### config.mk
export PLATFORM = sky130hd
export DESIGN_NAME = uart_frame_parser
export DESIGN_NICKNAME = d
export VERILOG_FILES = /design/src/rtl/uart_frame_pkg.sv /design/src/rtl/uart_frame_buf.sv /design/src/rtl/uart_frame_parser.sv
export SDC_FILE = /design/constraint.sdc
export NUM_CORES = 1
export LEC_CHECK = 0
export BUFFER_PORTS_ARGS = -buffer_cell sky130_fd_sc_hd__buf_2
export CAP_MARGIN = 30
export CORE_UTILIZATION = 50
export CTS_CLUSTER_SIZE = 16
export DETAILED_ROUTE_END_ITERATION = 7
export GPL_ROUTABILITY_DRIVEN = 0
export HOLD_SLACK_MARGIN = 0.05
export PLACE_DENSITY = 0.71
export SLEW_MARGIN = 10
export SYNTH_ARGS = -nofsm -noshare
export SYNTH_HDL_FRONTEND = slang
export SYNTH_SLANG_ARGS = --single-unit
### constraint.sdc
create_clock -name clk -period 3.6 [get_ports clk]
set_input_delay 0.72 -clock clk [delete_from_list [all_inputs] [get_ports clk]]
set_output_delay 0.72 -clock clk [all_outputs]
set_load 0.01 [all_outputs]
### src/rtl/uart_frame_pkg.sv
// Shared types and constants for the UART frame parser.
// State encoding plus the default sync marker and byte/checksum widths.
package uart_frame_pkg;
   typedef enum logic [2:0] {
      S_SYNC,
      S_LEN,
      S_PAYLOAD,
      S_CHK,
      S_EMIT
   } state_t;

   localparam logic [7:0] SYNC_BYTE_DEFAULT = 8'hA5;
   localparam int         CHK_W             = 8;
   localparam int         BYTE_W            = 8;
endpackage

### src/rtl/uart_frame_buf.sv
// Payload store: DEPTH x byte register file, synchronous write, combinational read.
// Storage is not reset; contents are only read after being written for the current frame.
module uart_frame_buf
   import uart_frame_pkg::*;
#(
   parameter int DEPTH = 16,
   parameter int AW    = 4
) (
   input  logic              clk,
   input  logic              we,
   input  logic [AW-1:0]     waddr,
   input  logic [BYTE_W-1:0] wdata,
   input  logic [AW-1:0]     raddr,
   output logic [BYTE_W-1:0] rdata
);
   logic [BYTE_W-1:0] mem [DEPTH];

   always_ff @(posedge clk) begin
      if (we) mem[waddr] <= wdata;
   end

   assign rdata = mem[raddr];
endmodule

### src/rtl/uart_frame_parser.sv
// Hunts for SYNC, collects a length-prefixed payload, verifies an additive checksum and
// releases good frames on a valid/ready byte stream; bad frames are dropped with a pulse.
module uart_frame_parser
   import uart_frame_pkg::*;
#(
   parameter logic [7:0] SYNC_BYTE      = SYNC_BYTE_DEFAULT,
   parameter int         MAX_LEN        = 16,
   parameter int         TIMEOUT_CYCLES = 520800
) (
   input  logic       clk,
   input  logic       reset,
   input  logic [7:0] rx_data,
   input  logic       rx_valid,
   output logic [7:0] m_data,
   output logic       m_valid,
   input  logic       m_ready,
   output logic       m_last,
   output logic       frame_ok,
   output logic       err_chk,
   output logic       err_len,
   output logic       err_timeout,
   output logic       err_overrun,
   output logic       busy
);
   localparam int         AW        = (MAX_LEN > 1) ? $clog2(MAX_LEN) : 1;
   localparam int         TW        = $clog2(TIMEOUT_CYCLES + 1);
   localparam logic [7:0] MAX_LEN_B = 8'(MAX_LEN);
   localparam logic [TW-1:0] TC_VAL = TW'(TIMEOUT_CYCLES - 1);

   state_t             state, state_nxt;
   logic [7:0]         len_q, len_nxt;
   logic [CHK_W-1:0]   sum_q, sum_nxt;
   logic [7:0]         idx_q, idx_nxt;
   logic [7:0]         emit_q, emit_nxt;
   logic [TW-1:0]      cnt_q, cnt_nxt;
   logic               rx_valid_d;
   logic               ok_q, ok_nxt;
   logic               chk_q, chk_nxt;
   logic               lenerr_q, lenerr_nxt;
   logic               to_q, to_nxt;
   logic               ovr_q, ovr_nxt;
   logic               buf_we;
   logic [BYTE_W-1:0]  buf_rdata;
   logic               stb;
   logic               tc;
   logic [7:0]         last_idx;

   // rx_valid is a level that stays high after each byte, so only its rising edge is a byte
   assign stb      = rx_valid & ~rx_valid_d;
   assign tc       = (cnt_q == TC_VAL);
   assign last_idx = len_q - 8'd1;

   uart_frame_buf #(.DEPTH(MAX_LEN), .AW(AW)) u_buf (
      .clk   (clk),
      .we    (buf_we),
      .waddr (idx_q[AW-1:0]),
      .wdata (rx_data),
      .raddr (emit_q[AW-1:0]),
      .rdata (buf_rdata)
   );

   always_ff @(posedge clk or posedge reset) begin
      if (reset) begin
         state      <= S_SYNC;
         len_q      <= '0;
         sum_q      <= '0;
         idx_q      <= '0;
         emit_q     <= '0;
         cnt_q      <= '0;
         rx_valid_d <= 1'b0;
         ok_q       <= 1'b0;
         chk_q      <= 1'b0;
         lenerr_q   <= 1'b0;
         to_q       <= 1'b0;
         ovr_q      <= 1'b0;
      end else begin
         state      <= state_nxt;
         len_q      <= len_nxt;
         sum_q      <= sum_nxt;
         idx_q      <= idx_nxt;
         emit_q     <= emit_nxt;
         cnt_q      <= cnt_nxt;
         rx_valid_d <= rx_valid;
         ok_q       <= ok_nxt;
         chk_q      <= chk_nxt;
         lenerr_q   <= lenerr_nxt;
         to_q       <= to_nxt;
         ovr_q      <= ovr_nxt;
      end
   end

   always_comb begin
      state_nxt  = state;
      len_nxt    = len_q;
      sum_nxt    = sum_q;
      idx_nxt    = idx_q;
      emit_nxt   = emit_q;
      ok_nxt     = 1'b0;
      chk_nxt    = 1'b0;
      lenerr_nxt = 1'b0;
      to_nxt     = 1'b0;
      ovr_nxt    = 1'b0;
      buf_we     = 1'b0;

      if (stb || state == S_SYNC || state == S_EMIT) cnt_nxt = '0;
      else                                           cnt_nxt = cnt_q + 1'b1;

      case (state)
         S_SYNC: begin
            if (stb && rx_data == SYNC_BYTE) state_nxt = S_LEN;
         end
         S_LEN: begin
            if (stb) begin
               if (rx_data == 8'd0 || rx_data > MAX_LEN_B) begin
                  lenerr_nxt = 1'b1;
                  state_nxt  = S_SYNC;
               end else begin
                  len_nxt   = rx_data;
                  sum_nxt   = rx_data;
                  idx_nxt   = '0;
                  state_nxt = S_PAYLOAD;
               end
            end else if (tc) begin
               to_nxt    = 1'b1;
               cnt_nxt   = '0;
               state_nxt = S_SYNC;
            end
         end
         S_PAYLOAD: begin
            if (stb) begin
               buf_we  = 1'b1;
               sum_nxt = sum_q + rx_data;
               idx_nxt = idx_q + 8'd1;
               if (idx_q == last_idx) state_nxt = S_CHK;
            end else if (tc) begin
               to_nxt    = 1'b1;
               cnt_nxt   = '0;
               state_nxt = S_SYNC;
            end
         end
         S_CHK: begin
            if (stb) begin
               if (rx_data == sum_q) begin
                  ok_nxt    = 1'b1;
                  emit_nxt  = '0;
                  state_nxt = S_EMIT;
               end else begin
                  chk_nxt   = 1'b1;
                  state_nxt = S_SYNC;
               end
            end else if (tc) begin
               to_nxt    = 1'b1;
               cnt_nxt   = '0;
               state_nxt = S_SYNC;
            end
         end
         S_EMIT: begin
            // no buffering for a second frame: bytes arriving now are lost
            if (stb) ovr_nxt = 1'b1;
            if (m_ready) begin
               emit_nxt = emit_q + 8'd1;
               if (emit_q == last_idx) state_nxt = S_SYNC;
            end
         end
         default: state_nxt = S_SYNC;
      endcase
   end

   assign m_valid     = (state == S_EMIT);
   assign m_data      = m_valid ? buf_rdata : 8'd0;
   assign m_last      = m_valid && (emit_q == last_idx);
   assign busy        = (state != S_SYNC);
   assign frame_ok    = ok_q;
   assign err_chk     = chk_q;
   assign err_len     = lenerr_q;
   assign err_timeout = to_q;
   assign err_overrun = ovr_q;
endmodule

==> results of run 1 <==
==> cell families (layout without fill, tap and decap cells) <==
family | count (synthesis) | count (layout) | share of synthesized area
muxes | 45 | 45 | 0.112
buffers and inverters | 42 | 83 | 0.0209
adders and majority gates | 15 | 15 | 0.0228
AOI/OAI and AO/OA | 51 | 51 | 0.0394
xor gates and xnor gates | 48 | 48 | 0.0545
DFF | 188 | 188 | 0.625
and+or+nand+nor | 202 | 202 | 0.126
==> metal layers <==
metal,up-vias,global-route usage,part of all wire
li1,2280,-,-
met1,2642,0.304,0.42
met2,184,0.362,0.49
met3,33,0.0648,0.067
met4,0,0.0920,0.024
met5,-,0,0
==> worst paths after layout <==
kind | from | to | slack (ns) | cells past startpoint
min | reset | len_q[7] | 0.41 | 2
max reg2reg | state[2] | u_buf.mem[2][2] | 0.81 | 4
min in group clk | rx_valid | rx_valid_d | 0.43 | 1
max in group asynchronous | reset | cnt_q[18] | 2.38 | 3
min reg2reg | sum_q[4] | sum_q[4] | 0.52 | 1
max | len_q[0] | m_last | 0.17 | 6
==> layout make-up <==
type | instances | area (sq um) | share of cell area
inverter | 13 | 48.8 | 0.00511
tap | 220 | 275 | 0.0288
timing repair buffer | 38 | 243 | 0.0254
clock inverter | 15 | 179 | 0.0188
clock buffer | 17 | 425 | 0.0446
sequential | 188 | 5350 | 0.560
multi-input combinational | 361 | 3020 | 0.317
==> power breakdown <==
part / switching, mW / internal, mW
combinational: 0.0789 / 0.0320
clock: 0.866 / 1.05
sequential: 0.00440 / 2.32
total: 0.949 / 3.39
==> sequential cells by signal (all words and copies together), names as in the netlist <==
signal / flops
frame_ok: 1
state: 3
sum_q: 8
err_chk: 1
emit_q: 8
err_timeout: 1
len_q: 8
rx_valid_d: 1
err_overrun: 1
idx_q: 8
err_len: 1
u_buf.mem: 128
cnt_q: 19
==> stage by stage <==
| step | hold slack, ns | setup slack, ns | instances | total power [mW] | utilization |
|---|---|---|---|---|---|
| global placement | 0.480 | 0.734 | 820 | 2.47 | 0.537 |
| floorplan | 0.455 | 0.840 | 591 | 2.42 | - |
| finish | 0.410 | 0.171 | 852 | 4.34 | 0.573 |
| CTS | 0.412 | 0.120 | 852 | 4.36 | 0.573 |
| detailed placement | 0.487 | 0.652 | 820 | 2.48 | 0.537 |
| global route | 0.419 | 0.0203 | 852 | 4.45 | 0.573 |
==> critical path, stage by stage, from the launching register on <==
cell	delay, ns
dfrtp_1	0.44
or3_1	0.58
nor4b_4	0.36
xnor3_1	0.27
nor4_2	0.30
and3_1	0.19
buf_2	0.13
==> placed cells by master, fill, tap and decap left out, types with 3 or more instances in the layout <==
cell	Yosys	routed
ha_1	14	14
xor2_1	24	24
buf_4	0	9
o31ai_1	4	4
buf_2	10	27
or3b_2	3	3
nor2_1	47	47
inv_1	13	12
nand2_1	40	40
and2_1	28	28
nand3_1	14	14
mux2i_1	3	3
xnor2_1	21	21
nor4_1	6	6
o21ai_0	11	11
or3_1	5	5
a21oi_1	11	11
nor3_1	14	14
inv_8	0	3
and3_1	9	9
mux4_2	40	40
nand4_1	13	13
nand3b_1	3	3
a31oi_1	4	4
nor2b_1	3	3
clkbuf_16	0	17
dfrtp_1	60	59
clkinv_4	0	3
edfxtp_1	128	128
==> timing repair <==
action | 4_1_cts | 5_1_grt
gates resized for setup | 0 | 1
setup buffers | 0 | 0
setup endpoints to repair | 0 | 1
hold buffers | 0 | 0
==> results.json, run 1 <==
{
  "outcome": "finished, final reports clean",
  "cts-root-buf": "clkbuf_16",
  "worst-path-max-fanout": 10,
  "maxSlewViolCount": 0,
  "maxCapViolCount": 0,
  "cts.clk_slew.worst_paths_ns": 0.07,
  "final_antenna_net_count": 0,
  "antenna_found_initial": 0,
  "startpoint_type": "register",
  "yosysMostFrequentCell": "edfxtp_1",
  "dieArea_sq_mm": 0.0176,
  "wl_mm": 18.7,
  "ys_seq_elements": 188,
  "netlist_instances": 591,
  "timing.setup.tns_ns": 0,
  "rsz0062_at_grt": "false",
  "grt_usage": 0.230,
  "place_area_sq_mm": 0.00894,
  "diodes": 0,
  "synth.top_cell.area_share": 0.450,
  "hold_path.class": "input port to async pin",
  "clkSinkCount": 188,
  "start_util": 0.514,
  "die_h_um": 133,
  "path_class": "register to output port",
  "async_flop_share": 0.319,
  "ys_seq_area_frac": 0.625,
  "wire_per_inst_um": 22.0,
  "placementRows": 47,
  "synth_cell_types": 62,
  "synth_edf_count": 128,
  "cp.arrival_ns": 2.71,
  "max_freq_ghz": 0.292,
  "max-vdd-ir-drop_mv": 0.380,
  "powerDensity_mw_per_mm2": 455,
  "ys_warn_count": 0,
  "setup_violations": 0,
  "synthTopCellsByCount": "edfxtp_1, dfrtp_1, nor2_1",
  "synth_top_area_cell": "edfxtp_1",
  "final_hold_viol_count": 0,
  "fin_worst_skew_ns": 0.00897,
  "crit_required_ns": 2.88,
  "clk_latency_ns": 0.44,
  "vias_per_cell": 6.03,
  "end_kind": "output port",
  "drt_iter0_markers": 410,
  "fill_cells": 1277,
  "overflow": 0,
  "cts_buffers": 17,
  "slew_headroom": 0.482,
  "tightest_slew_ns": 0.776,
  "cts_tree": "yes",
  "synth_area_sq_mm": 0.00855,
  "min_period_ns": 3.43,
  "final_area_sq_mm": 0.00954,
  "htreeDepth": 4,
  "synth_fp_nets": 618,
  "boundaryPins": 28,
  "die_w_um": 133,
  "grt_pass1_vias": 5146,
  "fp.coreArea_sq_mm": 0.0166,
  "avgSynthCellArea_sq_um": 14.5,
  "drcViolationCount": 0,
  "fin_crit_sh": 0.952,
  "p_leak_nw": 3.51,
  "clock_path_buffers": 2,
  "first_pass_iters": 5,
  "fin_nets": 646,
  "layout-drive-gt1-share": 0.199,
  "area_delta_synth_final_pct": 11.6,
  "ys.flop_type": "edfxtp_1",
  "synth_top_cells_by_area": "edfxtp_1, dfrtp_1, mux4_2",
  "hpwl_mm": 12.3,
  "grt_max_degree": 36,
  "vias": 5139,
  "io_buffers": 27,
  "grt_pass1_wl_mm": 29.6
}
Power figures use the tool's default switching activity.
==> run 2, diff against run 1 <==
CORE_ASPECT_RATIO = 2   (was unset)
==> results.json, run 2 (synthesized netlist as in run 1, its figures left out) <==
{
  "grt_usage": 0.235,
  "wl_mm": 19.0,
  "powerDensity_mw_per_mm2": 456,
  "cts.clk_slew.worst_paths_ns": 0.07,
  "layout_common_cells": "edfxtp_1, dfrtp_1, nor2_1",
  "setup_violations": 0,
  "max_freq_ghz": 0.291,
  "final_common_cell": "edfxtp_1",
  "area_delta_synth_final_pct": 11.4,
  "io_buffers": 27,
  "cp.arrival_ns": 2.72,
  "drt_iter0_markers": 283,
  "vias_per_cell": 6.03,
  "maxSlewViolCount": 0,
  "cp_slowest_stage_delay_ns": 0.57,
  "reg2reg_from": "state[2]",
  "max-vdd-ir-drop_mv": 0.292,
  "path_cells": "or3_1 -> nor4b_4 -> xnor3_1 -> nor4_2 -> and3_1 -> buf_2",
  "start_util": 0.510,
  "fin_nets": 646,
  "top_regs": "u_buf.mem x128, cnt_q x19",
  "cts-resized-gates": 0,
  "hold_path.class": "input port to async pin",
  "boundaryPins": 28,
  "dieArea_sq_mm": 0.0177,
  "cts_setup_buffers": 0,
  "worstSetupStartpoint": "len_q[0]",
  "cts_buffers": 17,
  "vias": 5061,
  "placementRows": 67,
  "grt_max_degree": 36,
  "slowest_stage": "or3_1",
  "diodes": 0,
  "final_area_sq_mm": 0.00952,
  "antenna_found_initial": 0,
  "fp.coreArea_sq_mm": 0.0168,
  "path_class": "register to output port",
  "tightest_slew_ns": 0.787,
  "place_area_sq_mm": 0.00892,
  "drcViolationCount": 0,
  "clkSinkCount": 188,
  "die_h_um": 187,
  "fin_worst_skew_ns": 0.0119,
  "largest_register_ff_count": 128,
  "clock_path_buffers": 2,
  "final_antenna_net_count": 0,
  "p_leak_nw": 3.51,
  "die_w_um": 94.5,
  "cts_tree": "yes",
  "hpwl_mm": 13.2,
  "htreeDepth": 4,
  "cts-root-buf": "clkbuf_16",
  "layout-drive-gt1-share": 0.195,
  "crit_required_ns": 2.88,
  "maxCapViolCount": 0,
  "startpoint_type": "register",
  "slew_headroom": 0.475,
  "first_pass_iters": 4,
  "final_hold_viol_count": 0,
  "cts_hold_buf": 0,
  "end_kind": "output port",
  "overflow": 0,
  "wire_per_inst_um": 22.6,
  "fin_crit_sh": 0.956,
  "outcome": "finished, final reports clean",
  "timing.setup.tns_ns": 0,
  "grt_pass1_wl_mm": 29.9,
  "min_period_ns": 3.44,
  "rr_worst_depth": 6,
  "clk_latency_ns": 0.43,
  "largest_register": "u_buf.mem",
  "grt_pass1_vias": 5492,
  "rsz0062_at_grt": "false",
  "worst-path-max-fanout": 10
}
==> run 2: path summary, 6_finish.rpt <==
| check | endpoint | slack (ns) |
|---|---|---|
| max | m_last | 0.16 |
| min | emit_q[4] | 0.36 |
| max reg2reg | u_buf.mem[7][5] | 0.93 |
| min reg2reg | cnt_q[0] | 0.49 |
| max in group asynchronous | len_q[5] | 2.35 |
| min in group clk | rx_valid_d | 0.44 |
==> run 2: metrics by stage <==
| stage | std cells | setup WS [ns] | power [mW] | hold WS [ns] | utilization |
|---|---|---|---|---|---|
| global route | 839 | 0.0353 | 4.46 | 0.397 | 0.568 |
| floorplan | 591 | 0.840 | 2.42 | 0.455 | - |
| detailed placement | 807 | 0.644 | 2.48 | 0.490 | 0.532 |
| finish | 839 | 0.159 | 4.34 | 0.363 | 0.568 |
| global placement | 807 | 0.728 | 2.47 | 0.469 | 0.532 |
| CTS | 839 | 0.153 | 4.37 | 0.374 | 0.568 |
==> run 2: routing by layer <==
layer	track usage	vias to the layer above	share of wire
li1	-	2279	-
met1	0.241	2552	0.34
met2	0.430	161	0.57
met3	0.0459	69	0.041
met4	0.131	0	0.051
met5	0	-	0
==> run 2: area by class of cell <==
| cell class | count | area, sq um |
|---|---|---|
| Fill cell | 1312 | 7250 |
| Sequential cell | 188 | 5350 |
| Clock inverter | 13 | 166 |
| Multi-Input combinational cell | 361 | 3020 |
| Clock buffer | 19 | 433 |
| Timing Repair Buffer | 38 | 243 |
| Inverter | 13 | 48.8 |
| Tap cell | 207 | 259 |
==> run 2: power by group <==
part,leakage (nW),internal [mW],switching (mW)
Combinational,1.26,0.0321,0.0782
Sequential,1.95,2.32,0.00437
Clock,0.291,1.10,0.813
==> run 2: critical path, delay by kind of cell, from the launching register on <==
kind	cells	cell delay, ns
buf+inv	1	0.13
xor+xnor	1	0.28
flops	1	0.43
simple gates	4	1.43
==> run 3, diff against run 2 <==
--- a/config.mk
+++ b/config.mk
@@ -6,9 +6,9 @@
 export NUM_CORES = 1
 export LEC_CHECK = 0
+export ABC_AREA = 1
 export BUFFER_PORTS_ARGS = -buffer_cell sky130_fd_sc_hd__buf_2
 export CAP_MARGIN = 30
 export CORE_ASPECT_RATIO = 2
 export CORE_UTILIZATION = 50
-export CTS_CLUSTER_SIZE = 16
 export DETAILED_ROUTE_END_ITERATION = 7
 export GPL_ROUTABILITY_DRIVEN = 0
==> constraint.sdc (replaced) <==
create_clock -name clk -period 3.6 [get_ports clk]
set_input_delay 0.9 -clock clk [delete_from_list [all_inputs] [get_ports clk]]
set_output_delay 0.9 -clock clk [all_outputs]
set_load 0.01 [all_outputs]
==> results.json, run 3 <==
{
  "drt_iter0_markers": 412,
  "area_delta_synth_final_pct": 13.0,
  "layout-drive-gt1-share": 0.147,
  "maxSlewViolCount": 0,
  "overflow": 0,
  "synth_fp_nets": 893,
  "vias_per_cell": 5.75,
  "path_cells": "buf_4 -> buf_4 -> o21ai_0 -> o22ai_1 -> nand2_1 -> a31oi_1 -> buf_2",
  "largest_register_ff_count": 128,
  "startpoint_type": "register",
  "rr_worst_depth": 10,
  "finalNonFillerCells": 1143,
  "fin_worst_skew_ns": 0.0130,
  "setup_violations": 0,
  "start_util": 0.509,
  "die_w_um": 95.5,
  "grt_max_degree": 61,
  "place_area_sq_mm": 0.00931,
  "ys.flop_type": "edfxtp_1",
  "die_h_um": 189,
  "synth_area_sq_mm": 0.00875,
  "p_leak_nw": 3.94,
  "vias": 6574,
  "cts_setup_buffers": 0,
  "boundaryPins": 28,
  "placementRows": 68,
  "synthTopCellsByCount": "nor2_1, edfxtp_1, nand2_1",
  "path_class": "register to output port",
  "crit_top_cell": "buf_4",
  "avgSynthCellArea_sq_um": 10.1,
  "synth_top_area_cell": "edfxtp_1",
  "cp.arrival_ns": 2.41,
  "netlist_instances": 866,
  "final_hold_viol_count": 0,
  "largest_register": "u_buf.mem",
  "antenna_found_initial": 0,
  "maxCapViolCount": 0,
  "cp_slowest_stage_delay_ns": 0.41,
  "slew_headroom": 0.465,
  "final_common_cell": "nor2_1",
  "pwr-share-seq": 0.474,
  "rsz0062_at_grt": "false",
  "cts_buffers": 17,
  "synth_edf_count": 128,
  "tightest_slew_ns": 0.802,
  "dieArea_sq_mm": 0.0181,
  "timing.setup.tns_ns": 0,
  "end_kind": "output port",
  "wl_mm": 22.2,
  "hpwl_mm": 15.6,
  "clock_path_buffers": 2,
  "io_buffers": 27,
  "fp.coreArea_sq_mm": 0.0172,
  "htreeDepth": 4,
  "grt_usage": 0.267,
  "top_regs": "u_buf.mem x128, cnt_q x19",
  "p_total_mw": 5.43,
  "cts-resized-gates": 0,
  "p_comb_frac": 0.184,
  "async_flop_share": 0.319,
  "crit_required_ns": 2.70,
  "grt_pass1_wl_mm": 34.9,
  "powerDensity_mw_per_mm2": 549,
  "fin_crit_sh": 0.920,
  "internal_power_mw": 3.81,
  "p_sw_frac": 0.298,
  "max-vdd-ir-drop_mv": 0.426,
  "cts-root-buf": "clkbuf_16",
  "ys_seq_elements": 188,
  "dp_cells": 1111,
  "synth.top_cell.area_share": 0.439,
  "clk_latency_ns": 0.44,
  "ys_warn_count": 0,
  "wire_per_inst_um": 19.4,
  "synth_cell_types": 43,
  "clkPwrFrac": 0.342,
  "drcViolationCount": 0,
  "layout_common_cells": "nor2_1, edfxtp_1, nand2_1",
  "final_antenna_net_count": 0,
  "grt_pass1_vias": 6601,
  "hold_path.class": "register to register",
  "diodes": 0,
  "synth_top_cells_by_area": "edfxtp_1, dfrtp_1, nor2_1",
  "fin_nets": 947,
  "worst-path-max-fanout": 37,
  "yosysMostFrequentCell": "nor2_1",
  "cts_hold_buf": 0,
  "outcome": "finished, final reports clean",
  "clkSinkCount": 188,
  "slowest_stage": "buf_4",
  "holdPathStages": 1,
  "final_area_sq_mm": 0.00989,
  "cts.clk_slew.worst_paths_ns": 0.07,
  "cts_tree": "yes",
  "max_freq_ghz": 0.302,
  "min_period_ns": 3.31,
  "first_pass_iters": 5,
  "ys_seq_area_frac": 0.611,
  "p_switching_mw": 1.62
}
==> run 3: changes by cell type after synthesis, sizes merged, moves of 9 or more <==
cell	before	now
and2	28	0
o21ai	12	89
inv	13	72
o22ai	1	21
xor2	24	11
xnor2	21	5
nand2	40	133
nand3	14	62
a31oi	4	13
nor2	48	152
mux4	40	0
o221ai	1	13
==> run 3: critical path: cells and delay by family, from the launching register on <==
family / cells / cell delay, ns
AO/OA/AOI/OAI: 3 / 0.60
buffers and inverters: 3 / 0.88
flip-flops: 1 / 0.36
AND/OR/NAND/NOR: 1 / 0.12
==> run 3: metrics by stage <==
step | setup WS [ns] | utilization | hold WS, ns
finish | 0.286 | 0.575 | 0.461
global route | 0.141 | 0.575 | 0.497
CTS | 0.248 | 0.575 | 0.471
detailed placement | 0.433 | 0.541 | 0.464
global placement | 0.509 | 0.541 | 0.459
floorplan | 1.16 | - | 0.430
==> run 3: metal layers <==
| layer | share of wire | track usage |
|---|---|---|
| met5 | 0 | 0 |
| met4 | 0.057 | 0.167 |
| met3 | 0.033 | 0.0402 |
| met2 | 0.56 | 0.474 |
| met1 | 0.35 | 0.287 |
==> run 3: kinds of logic (layout without fill, tap and decap cells) <==
kind of cell | count (synthesis) | after routing | synth area share
and+or+nand+nor | 378 | 378 | 0.194
DFF | 188 | 188 | 0.611
AOI/OAI and AO/OA | 165 | 165 | 0.109
buffers and inverters | 104 | 171 | 0.0475
xor gates and xnor gates | 16 | 16 | 0.0160
adders and majority gates | 15 | 15 | 0.0223
==> run 3: final timing paths <==
kind | startpoint | endpoint | slack (ns)
max | emit_q[0] | m_data[2] | 0.29
min | cnt_q[0] | cnt_q[0] | 0.46
max reg2reg | sum_q[5] | emit_q[4] | 1.28
min reg2reg | cnt_q[0] | cnt_q[0] | 0.46
max in group asynchronous | reset | emit_q[0] | 2.32
min in group asynchronous | reset | cnt_q[0] | 0.68
==> run 3: layout make-up <==
cell class,instances,area [sq um]
repair buffers,64,425
well taps,210,263
multi-input cells,574,2990
clock inverters,10,101
fillers,1478,7300
inverters,75,282
flip-flops and latches,188,5350
clock buffers,22,479
==> run 3: power by group through the flow <==
stage / clock network, mW / registers [mW] / logic [mW]
after floorplan: 0 / 2.57 / 0.759
after global placement: 0 / 2.61 / 0.973
after detailed placement: 0 / 2.61 / 0.991
after CTS: 1.88 / 2.57 / 0.999
after global routing: 1.95 / 2.59 / 1.15
final: 1.86 / 2.57 / 0.999
